<file path="src/rtl/voice_alloc_if.sv">
// Event and per-voice bus between the MIDI front end and the voice allocator.
// master: MIDI side (drives note events), slave: allocator (drives voice state).
interface voice_alloc_if #(
   parameter int VOICES = 4
);
   logic                  note_on;
   logic                  note_off;
   logic [6:0]            note_num;
   logic [6:0]            note_vel;
   logic                  busy;
   logic                  ev_drop;
   logic [VOICES-1:0]     voice_gate;
   logic [VOICES*7-1:0]   voice_note;
   logic [VOICES*7-1:0]   voice_vel;
   logic [VOICES-1:0]     voice_trig;
   logic                  voice_stolen;

   modport master (
      output note_on, note_off, note_num, note_vel,
      input  busy, ev_drop, voice_gate, voice_note,
      input  voice_vel, voice_trig, voice_stolen
   );

   modport slave (
      input  note_on, note_off, note_num, note_vel,
      output busy, ev_drop, voice_gate, voice_note,
      output voice_vel, voice_trig, voice_stolen
   );
endinterface

</file>
<file path="src/rtl/voice_alloc.sv">
// Polyphonic voice allocator: retrigger match, else lowest free, else steal oldest.
// Ports: clk, rst (async, active-high), bus (voice_alloc_if.slave).
module voice_alloc #(
   parameter int VOICES  = 4,
   parameter int VOICE_W = 2,
   parameter int AGE_W   = 8
) (
   input logic         clk,
   input logic         rst,
   voice_alloc_if.slave bus
);

   typedef enum logic [1:0] {
      IDLE,
      SCAN,
      COMMIT
   } state_t;

   localparam logic [VOICE_W-1:0] LAST = VOICE_W'(VOICES - 1);

   state_t               state;
   logic [VOICE_W-1:0]   idx;

   logic                 ev_on;
   logic [6:0]           ev_num;
   logic [6:0]           ev_vel;

   logic                 match_v;
   logic [VOICE_W-1:0]   match_i;
   logic                 free_v;
   logic [VOICE_W-1:0]   free_i;
   logic                 old_v;
   logic [VOICE_W-1:0]   old_i;
   logic [AGE_W-1:0]     old_age;

   logic [VOICES-1:0]    gate_q;
   logic [VOICES-1:0]    trig_q;
   logic [6:0]           note_q [VOICES];
   logic [6:0]           vel_q  [VOICES];
   logic [AGE_W-1:0]     age_q  [VOICES];

   logic                 busy_q;
   logic                 drop_q;
   logic                 stolen_q;

   logic                 any_ev;
   logic [VOICE_W-1:0]   pick_i;
   logic                 pick_steal;
   logic [VOICES*7-1:0]  note_flat;
   logic [VOICES*7-1:0]  vel_flat;

   assign any_ev = bus.note_on | bus.note_off;

   // Free voices exist unless every voice is gated, so the oldest
   // tracker is only consulted when it is guaranteed valid.
   always_comb begin
      pick_i     = old_i;
      pick_steal = 1'b1;
      if (match_v) begin
         pick_i     = match_i;
         pick_steal = 1'b0;
      end else if (free_v) begin
         pick_i     = free_i;
         pick_steal = 1'b0;
      end
   end

   always_comb begin
      note_flat = '0;
      vel_flat  = '0;
      for (int i = 0; i < VOICES; i++) begin
         note_flat[7*i +: 7] = note_q[i];
         vel_flat[7*i +: 7]  = vel_q[i];
      end
   end

   always_ff @(posedge clk or posedge rst) begin
      if (rst) begin
         state    <= IDLE;
         idx      <= '0;
         ev_on    <= 1'b0;
         ev_num   <= '0;
         ev_vel   <= '0;
         match_v  <= 1'b0;
         match_i  <= '0;
         free_v   <= 1'b0;
         free_i   <= '0;
         old_v    <= 1'b0;
         old_i    <= '0;
         old_age  <= '0;
         gate_q   <= '0;
         trig_q   <= '0;
         busy_q   <= 1'b0;
         drop_q   <= 1'b0;
         stolen_q <= 1'b0;
         for (int i = 0; i < VOICES; i++) begin
            note_q[i] <= '0;
            vel_q[i]  <= '0;
            age_q[i]  <= '0;
         end
      end else begin
         drop_q   <= 1'b0;
         trig_q   <= '0;
         stolen_q <= 1'b0;
         case (state)
            IDLE: begin
               if (any_ev) begin
                  // A zero-velocity note_on is a note_off in MIDI.
                  ev_on   <= bus.note_on && (bus.note_vel != 7'd0);
                  ev_num  <= bus.note_num;
                  ev_vel  <= bus.note_vel;
                  drop_q  <= bus.note_on & bus.note_off;
                  idx     <= '0;
                  match_v <= 1'b0;
                  free_v  <= 1'b0;
                  old_v   <= 1'b0;
                  old_age <= '0;
                  busy_q  <= 1'b1;
                  state   <= SCAN;
               end
            end
            SCAN: begin
               if (any_ev) drop_q <= 1'b1;
               if (gate_q[idx]) begin
                  if (!match_v && note_q[idx] == ev_num) begin
                     match_v <= 1'b1;
                     match_i <= idx;
                  end
                  // Strict compare keeps the lowest index on ties.
                  if (!old_v || age_q[idx] > old_age) begin
                     old_v   <= 1'b1;
                     old_i   <= idx;
                     old_age <= age_q[idx];
                  end
               end else if (!free_v) begin
                  free_v <= 1'b1;
                  free_i <= idx;
               end
               if (idx == LAST) state <= COMMIT;
               else idx <= idx + VOICE_W'(1);
            end
            COMMIT: begin
               if (any_ev) drop_q <= 1'b1;
               busy_q <= 1'b0;
               state  <= IDLE;
               if (ev_on) begin
                  stolen_q <= pick_steal;
                  for (int i = 0; i < VOICES; i++) begin
                     if (VOICE_W'(i) == pick_i) begin
                        gate_q[i] <= 1'b1;
                        trig_q[i] <= 1'b1;
                        note_q[i] <= ev_num;
                        vel_q[i]  <= ev_vel;
                        age_q[i]  <= '0;
                     end else if (gate_q[i] && age_q[i] != '1) begin
                        age_q[i] <= age_q[i] + AGE_W'(1);
                     end
                  end
               end else if (match_v) begin
                  // Note and velocity stay put for the release phase.
                  gate_q[match_i] <= 1'b0;
               end
            end
            default: state <= IDLE;
         endcase
      end
   end

   assign bus.busy         = busy_q;
   assign bus.ev_drop      = drop_q;
   assign bus.voice_gate   = gate_q;
   assign bus.voice_note   = note_flat;
   assign bus.voice_vel    = vel_flat;
   assign bus.voice_trig   = trig_q;
   assign bus.voice_stolen = stolen_q;

endmodule

</file>
<file path="src/flat_wrapper.sv">
// flat-port wrapper written by rule: the top's interface ports become plain ports
module voice_alloc_flat 
#(
   parameter int VOICES  = 4,
   parameter int VOICE_W = 2,
   parameter int AGE_W   = 8
)
  (clk, rst, bus_note_on, bus_note_off, bus_note_num, bus_note_vel, bus_busy, bus_ev_drop, bus_voice_gate, bus_voice_note, bus_voice_vel, bus_voice_trig, bus_voice_stolen);
  voice_alloc_if #(.VOICES(VOICES)) bus_i ();
  input logic clk;
  input logic rst;
  input wire logic [$bits(bus_i.note_on)-1:0] bus_note_on;
  input wire logic [$bits(bus_i.note_off)-1:0] bus_note_off;
  input wire logic [$bits(bus_i.note_num)-1:0] bus_note_num;
  input wire logic [$bits(bus_i.note_vel)-1:0] bus_note_vel;
  output wire logic [$bits(bus_i.busy)-1:0] bus_busy;
  output wire logic [$bits(bus_i.ev_drop)-1:0] bus_ev_drop;
  output wire logic [$bits(bus_i.voice_gate)-1:0] bus_voice_gate;
  output wire logic [$bits(bus_i.voice_note)-1:0] bus_voice_note;
  output wire logic [$bits(bus_i.voice_vel)-1:0] bus_voice_vel;
  output wire logic [$bits(bus_i.voice_trig)-1:0] bus_voice_trig;
  output wire logic [$bits(bus_i.voice_stolen)-1:0] bus_voice_stolen;
  assign bus_i.note_on = bus_note_on;
  assign bus_i.note_off = bus_note_off;
  assign bus_i.note_num = bus_note_num;
  assign bus_i.note_vel = bus_note_vel;
  assign bus_busy = bus_i.busy;
  assign bus_ev_drop = bus_i.ev_drop;
  assign bus_voice_gate = bus_i.voice_gate;
  assign bus_voice_note = bus_i.voice_note;
  assign bus_voice_vel = bus_i.voice_vel;
  assign bus_voice_trig = bus_i.voice_trig;
  assign bus_voice_stolen = bus_i.voice_stolen;
  voice_alloc #(.VOICES(VOICES), .VOICE_W(VOICE_W), .AGE_W(AGE_W)) u_core (.clk(clk), .rst(rst), .bus(bus_i));
endmodule
</file>
<file path="config.mk">
export PLATFORM = sky130hd
export DESIGN_NAME = voice_alloc_flat
export DESIGN_NICKNAME = d
export VERILOG_FILES = /design/src/rtl/voice_alloc_if.sv /design/src/rtl/voice_alloc.sv /design/src/flat_wrapper.sv
export SDC_FILE = /design/constraint.sdc
export NUM_CORES = 1
export LEC_CHECK = 0
export BUFFER_PORTS_ARGS = -buffer_cell sky130_fd_sc_hd__buf_4
export CAP_MARGIN = 5
export CORE_UTILIZATION = 40
export CTS_BUF_LIST = sky130_fd_sc_hd__clkbuf_8
export DETAILED_ROUTE_END_ITERATION = 8
export PLACE_DENSITY_LB_ADDON = 0.08
export REMOVE_ABC_BUFFERS = 1
export SYNTH_ARGS = -nofsm -noshare
export SYNTH_HDL_FRONTEND = slang
export SYNTH_SLANG_ARGS = --single-unit
</file>
<file path="constraint.sdc">
create_clock -name clk -period 8.7 [get_ports clk]
set_input_delay 0.87 -clock clk [delete_from_list [all_inputs] [get_ports clk]]
set_output_delay 0.87 -clock clk [all_outputs]
set_load 0.005 [all_outputs]
</file>
# == Word level (Yosys, flattened, before mapping) ==
# Index checks and enable logic that the tools add are counted.
# word_totals
word_cells,174
inputBits,18
output_inout_bits,67
reg_bits,135
# op_classes
n_reduce_logical,43
n_mux,60
addsub,5
bitwise_logic,7
n_eq_ne,22
order_cmp,5
# op_table
operator,count
$mux 8,13
$reduce_and 3->1,17
$add 8x1->8 const B,4
$ne 8x8->1 const B,4
$mux 1,23
$bmux 8 s2,1
$mux 4,4
$pmux 8 s2,1
$bmux 7 s2,1
$mux 7,2
$reduce_bool 2->1,7
$mux 2,6
$ne 2x2->1 const B,6
$ne 2x1->1 const B,5
$pmux 1 s2,5
$gt 8x8->1,1
$pmux 2 s2,2
$reduce_and 4->1,2
$eq 7x7->1,1
$logic_and 1x1->1,7
$reduce_bool 7->1,1
$lt 2x3->1 const B,2
$reduce_and 2->1,3
$and 4x4->4,1
18 further kinds,23

# == Depth between registers and ports, before layout ==
# logic_depth
ltp_word,9
depth_mapped,12
mapped_depth_nobuf,9

# == Worst setup path before layout ==
# No wires, ideal clock.
# synth_timing
kind,register to register
start,reg u_core.idx[0]
end,reg u_core.old_i[0]
arrival_time_ps,2771
synth_period_minus_slack_ps,2895
slack_ps,5805
n_path_buf,3
path_stages_with_launch,12
required_time_ps,8575
setup_ps,125
cell_sequence,dfrtp_1 > buf_4 > buf_2 > mux4_2 > ha_1 > nor2b_1 > o211a_1 > o21ai_0 > and3_1 > buf_2 > nor2_1 > mux2_2
# synth_via
elab_chain_len,7
elab_cells_between_ends,9
cone_classes,order compare: 1; mux: 5; bitwise: 1; reduce/logical: 2
# synth_rtl
item,line,source
"start, declared",voice_alloc.sv:22,logic [VOICE_W-1:0] idx;
"start signal, assigned",voice_alloc.sv:140,else idx <= idx + VOICE_W'(1);
$not 2->3 (not written as such),voice_alloc.sv:130,if (!old_v || age_q[idx] > old_age) begin
$bmux 8 s2,voice_alloc.sv:130,
$mux 8 (not written as such) (2 in series),voice_alloc.sv:130,
$gt 8x8->1,voice_alloc.sv:130,
$logic_or 1x1->1,voice_alloc.sv:130,
$reduce_and 3->1 (no source line),n/a,
"end signal, assigned",voice_alloc.sv:132,old_i <= idx;
"end, declared",voice_alloc.sv:33,logic [VOICE_W-1:0] old_i;
# Several ways; a longest one is shown, not always the timed one. The select of a mux whose other input is x is not followed.
# A chain may end at the register's enable or synchronous reset.

# == Worst setup path in the final report ==
# layout_timing
start,reg u_core.idx[1]
end,reg u_core.old_i[0]
# layout_via
elab_chain_len,7
elab_cells_between_ends,9
cone_classes,order compare: 1; mux: 5; bitwise: 1; reduce/logical: 2
# layout_rtl
item,line
$not 2->3 (not written as such),voice_alloc.sv:130
$bmux 8 s2,voice_alloc.sv:130
$mux 8 (not written as such) (2 in series),voice_alloc.sv:130
$gt 8x8->1,voice_alloc.sv:130
$logic_or 1x1->1,voice_alloc.sv:130
$reduce_and 3->1 (no source line) (*),n/a
# Mark *: on every way between the ends. The rest lies on a longest branch, timed or not. The select of a mux whose other input is x is not followed.

==> impl_results.md <==
* Outcome: complete, no violations
* Met1 wire length at 6.908 mm
* Period utilisation layout at 0.3700
* Highest metal used: met4
* Minimum clock period at 3.219 ns
* Hold buffer count at cts at 0
* Asr flop ratio synth at 1.000
* CTS tree: done
* Clock sink count at 135
* Port-buffer cells at 84
* # H-tree levels at 4
* Vias per std cell at 5.286
* Dominant synthesized flop cell: dfrtp_1
* Seq/Total Area, Yosys at 0.5193
* Io pins at 85
* Critical path class: reg -> reg
* Post-Synthesis Cells at 568
* Die H at 129.5 um
* Antenna violations before repair at 0
* Drt drc at 0
* FF-to-FF End: u_core.old_i[0]$_DFFE_PP0P_
* Slew HR at 0.3656
* Area contributors post-synth: dfrtp_1 (52%), mux2_2 (11%), nand2_1 (4.0%)
* Area growth syn-to-layout at 19.41%
* Reg-to-reg slack, setup at 5.48 ns
* Warnings from Yosys at 0
* Post-Route WL at 15.93 mm
* Pin count of the biggest net entering global routing at 76
* Dpl cell area at 7351 um2
* Routed len/inst at 18.13 um
* Hold_sp: u_core.bus.voice_vel[3]$_DFFE_PP0P_
* Die outline width at 129.5 um
* Crit path max fanout at 21
* Most common cell after layout, fill and taps aside: dfrtp_1
* Row count at 46
* Final Skew at 0.01809 ns
* Most frequent cells in the layout: dfrtp_1 (135), buf_4 (93), nand2_1 (69)
* Worst EP required at 9.03 ns
* CTS Buf Count at 17
* Clk root buf: clkbuf_8
* FF-to-FF path depth at 8
* Number of flops mapped to enable cells by yosys at 0
* Max-cap violations at 0
* Unrepaired setup endpoints after global routing: no
* Worst hold path type: reg -> reg
* CP Cell Sequence: mux4_2 > ha_1 > nor2b_1 > o211a_1 > o21ai_0 > and3_1 > nor2_1 > mux2_2
* PD cells at 316.0 nW/um2
* Gr usage total at 0.2066
* First-pass GRT wire length at 25.60 mm
* Reg clk slew, reported paths at 0.10 ns
* Crit path arrival time at 3.55 ns
* FF+latch count, synth at 135
* Worst Setup End Kind: register
* Critical path's slowest cell: dfrtp_1
* Slew @ Worst Pin at 0.9516 ns
* Hold EP: u_core.bus.voice_vel[3]$_DFFE_PP0P_
* CP max stage delay at 0.92 ns
* Via count at 4,646
* Clock latency at the later pin of the worst-skew pair at 0.45 ns
* 1st-iter DRT viols at 254
* RePlAce Congestion at 0.8624
* Endpoints failing hold at 0
* CTS max path bufs at 2
* Design Area, Final at 7767 um2
* Leak at 3.747 nW
* Achievable frequency at 310.6 MHz
* Share of cells above drive strength 1 at 0.3107
* NumNets Final at 685
* Fin Setup TNS at 0 ns
* Initial Utilization at 0.4095
* Max-slew violations at 0
* Full die area at 16,780 um2
* Yosys top cell area share at 0.5193
* Stages on the worst setup path at 8
* Core area at 15,890 um2
* Post-detail-place hpwl at 11.21 mm
* Worst VDD drop at 0.1360 mV
* Cts repair resizes at 0
* Post-CTS setup repair buffer count at 0
* Worst r2r src: u_core.idx[1]$_DFFE_PP0P_
* Mean Syn Cell Area at 11.45 um2
* Synthesized area at 6505 um2
* Worst Setup Start Kind: register
* Met3 wire length at 1.054 mm
* Fill count at 1,534
* CP Buf/Inv Count at 0
* Final number of setup-violating endpoints at 0
* DR WL met2 at 7.842 mm
* Post-route ant nets at 0
* Worst hold path stage count at 2
* Pre-antenna DRT Iters at 5
* Crit-path leading delay family: flip-flops
* Ant. Diodes at 0
* Overflow after GRT at 0
* Number of global-route vias before repair at 4,720
* Yosys cell types at 46
* Area leader, netlist: dfrtp_1
[registers in the layout (all words and copies together), names as in the netlist, 2 cells and up]
name / cells
u_core.age_q: 32
u_core.bus.voice_gate: 4
u_core.bus.voice_note: 28
u_core.bus.voice_trig: 4
u_core.bus.voice_vel: 28
u_core.ev_num: 7
u_core.ev_vel: 7
u_core.free_i: 2
u_core.idx: 2
u_core.match_i: 2
u_core.old_age: 8
u_core.old_i: 2
u_core.state: 2
[area by class of cell]
type	count	area (um2)	area share
Inverter	19	76.32	0.009826
Sequential cell	135	3378	0.4349
Timing Repair Buffer	93	698.2	0.08988
Clock buffer	17	234.0	0.03012
Multi-Input combinational cell	384	2928	0.3769
Clock inverter	15	182.7	0.02352
Tap cell	216	270.3	0.03479
[worst reg2reg max path: stages (launching register included)]
cell     delay (ns)
dfrtp_1        0.92
mux4_2         0.44
ha_1           0.30
nor2b_1        0.14
o211a_1        0.20
o21ai_0        0.29
and3_1         0.41
nor2_1         0.12
mux2_2         0.28
[worst max-delay path by stage]
stage / startpoint / endpoint / slack [ns]
after floorplan: rst / u_core.age_q[0]$_DFFE_PP0P_ / 4.22
after global placement: u_core.idx[1]$_DFFE_PP0P_ / u_core.old_i[1]$_DFFE_PP0P_ / 5.68
after detailed placement: u_core.idx[1]$_DFFE_PP0P_ / u_core.old_i[0]$_DFFE_PP0P_ / 5.54
after CTS: u_core.idx[1]$_DFFE_PP0P_ / u_core.old_i[0]$_DFFE_PP0P_ / 5.50
after global routing: u_core.idx[1]$_DFFE_PP0P_ / u_core.old_i[1]$_DFFE_PP0P_ / 5.35
final: u_core.idx[1]$_DFFE_PP0P_ / u_core.old_i[0]$_DFFE_PP0P_ / 5.48
[metrics by stage]
step                setup slack, ns  power [mW]  utilization  hold WS, ns  cells
floorplan                     4.219       1.541            -       0.4699    538
global placement              5.683       1.901       0.4627       0.4614    847
detailed placement            5.536       1.923       0.4627       0.4692    847
CTS                           5.497       2.481       0.4890       0.4827    879
global route                  5.347       2.627       0.4890       0.5054    879
finish                        5.481       2.454       0.4890       0.4900    879
[logic make-up (layout without fill, tap and decap cells)]
logic type / Yosys count / in the layout / synth area share
buffers and inverters: 49 / 144 / 0.03308
AOI/OAI and AO/OA: 78 / 78 / 0.08367
muxes: 89 / 89 / 0.1683
adders and majority gates: 17 / 17 / 0.03270
DFF: 135 / 135 / 0.5193
xor gates and xnor gates: 35 / 35 / 0.04712
and+or+nand+nor: 165 / 165 / 0.1158
[cells in the mapped netlist, types with 2 or more instances]
cell type	count
inv_1	19
a41oi_1	3
and4_1	4
a22o_1	19
and3_1	9
nand2_1	69
nor2b_1	3
nand4_1	16
o31ai_1	3
o21a_1	2
and2_1	2
ha_1	17
buf_2	10
o211ai_1	3
xnor2_1	6
nand3_1	10
mux4_2	10
mux2_2	63
nor3_1	5
o21ai_1	2
a21oi_1	12
a32o_1	2
mux2i_1	16
clkbuf_1	16
nor2_1	41
o21ai_0	22
xor2_1	29
buf_6	2
dfrtp_1	135
nand2b_1	2
[power breakdown]
group / total [mW] / internal (mW) / switching (mW) / leakage (nW)
logic: 0.892 / 0.456 / 0.437 / 1.76
clock network: 0.547 / 0.268 / 0.279 / 0.209
registers: 1.01 / 0.809 / 0.206 / 1.78
total: 2.45 / 1.53 / 0.921 / 3.75
[routing by layer]
| metal | track usage | vias to the layer above |
|---|---|---|
| met4 | 0.05540 | 0 |
| met5 | 0 | - |
| met2 | 0.3393 | 117 |
| li1 | - | 2184 |
| met3 | 0.07225 | 11 |
| met1 | 0.2593 | 2334 |
Power figures use the tool's default switching activity.
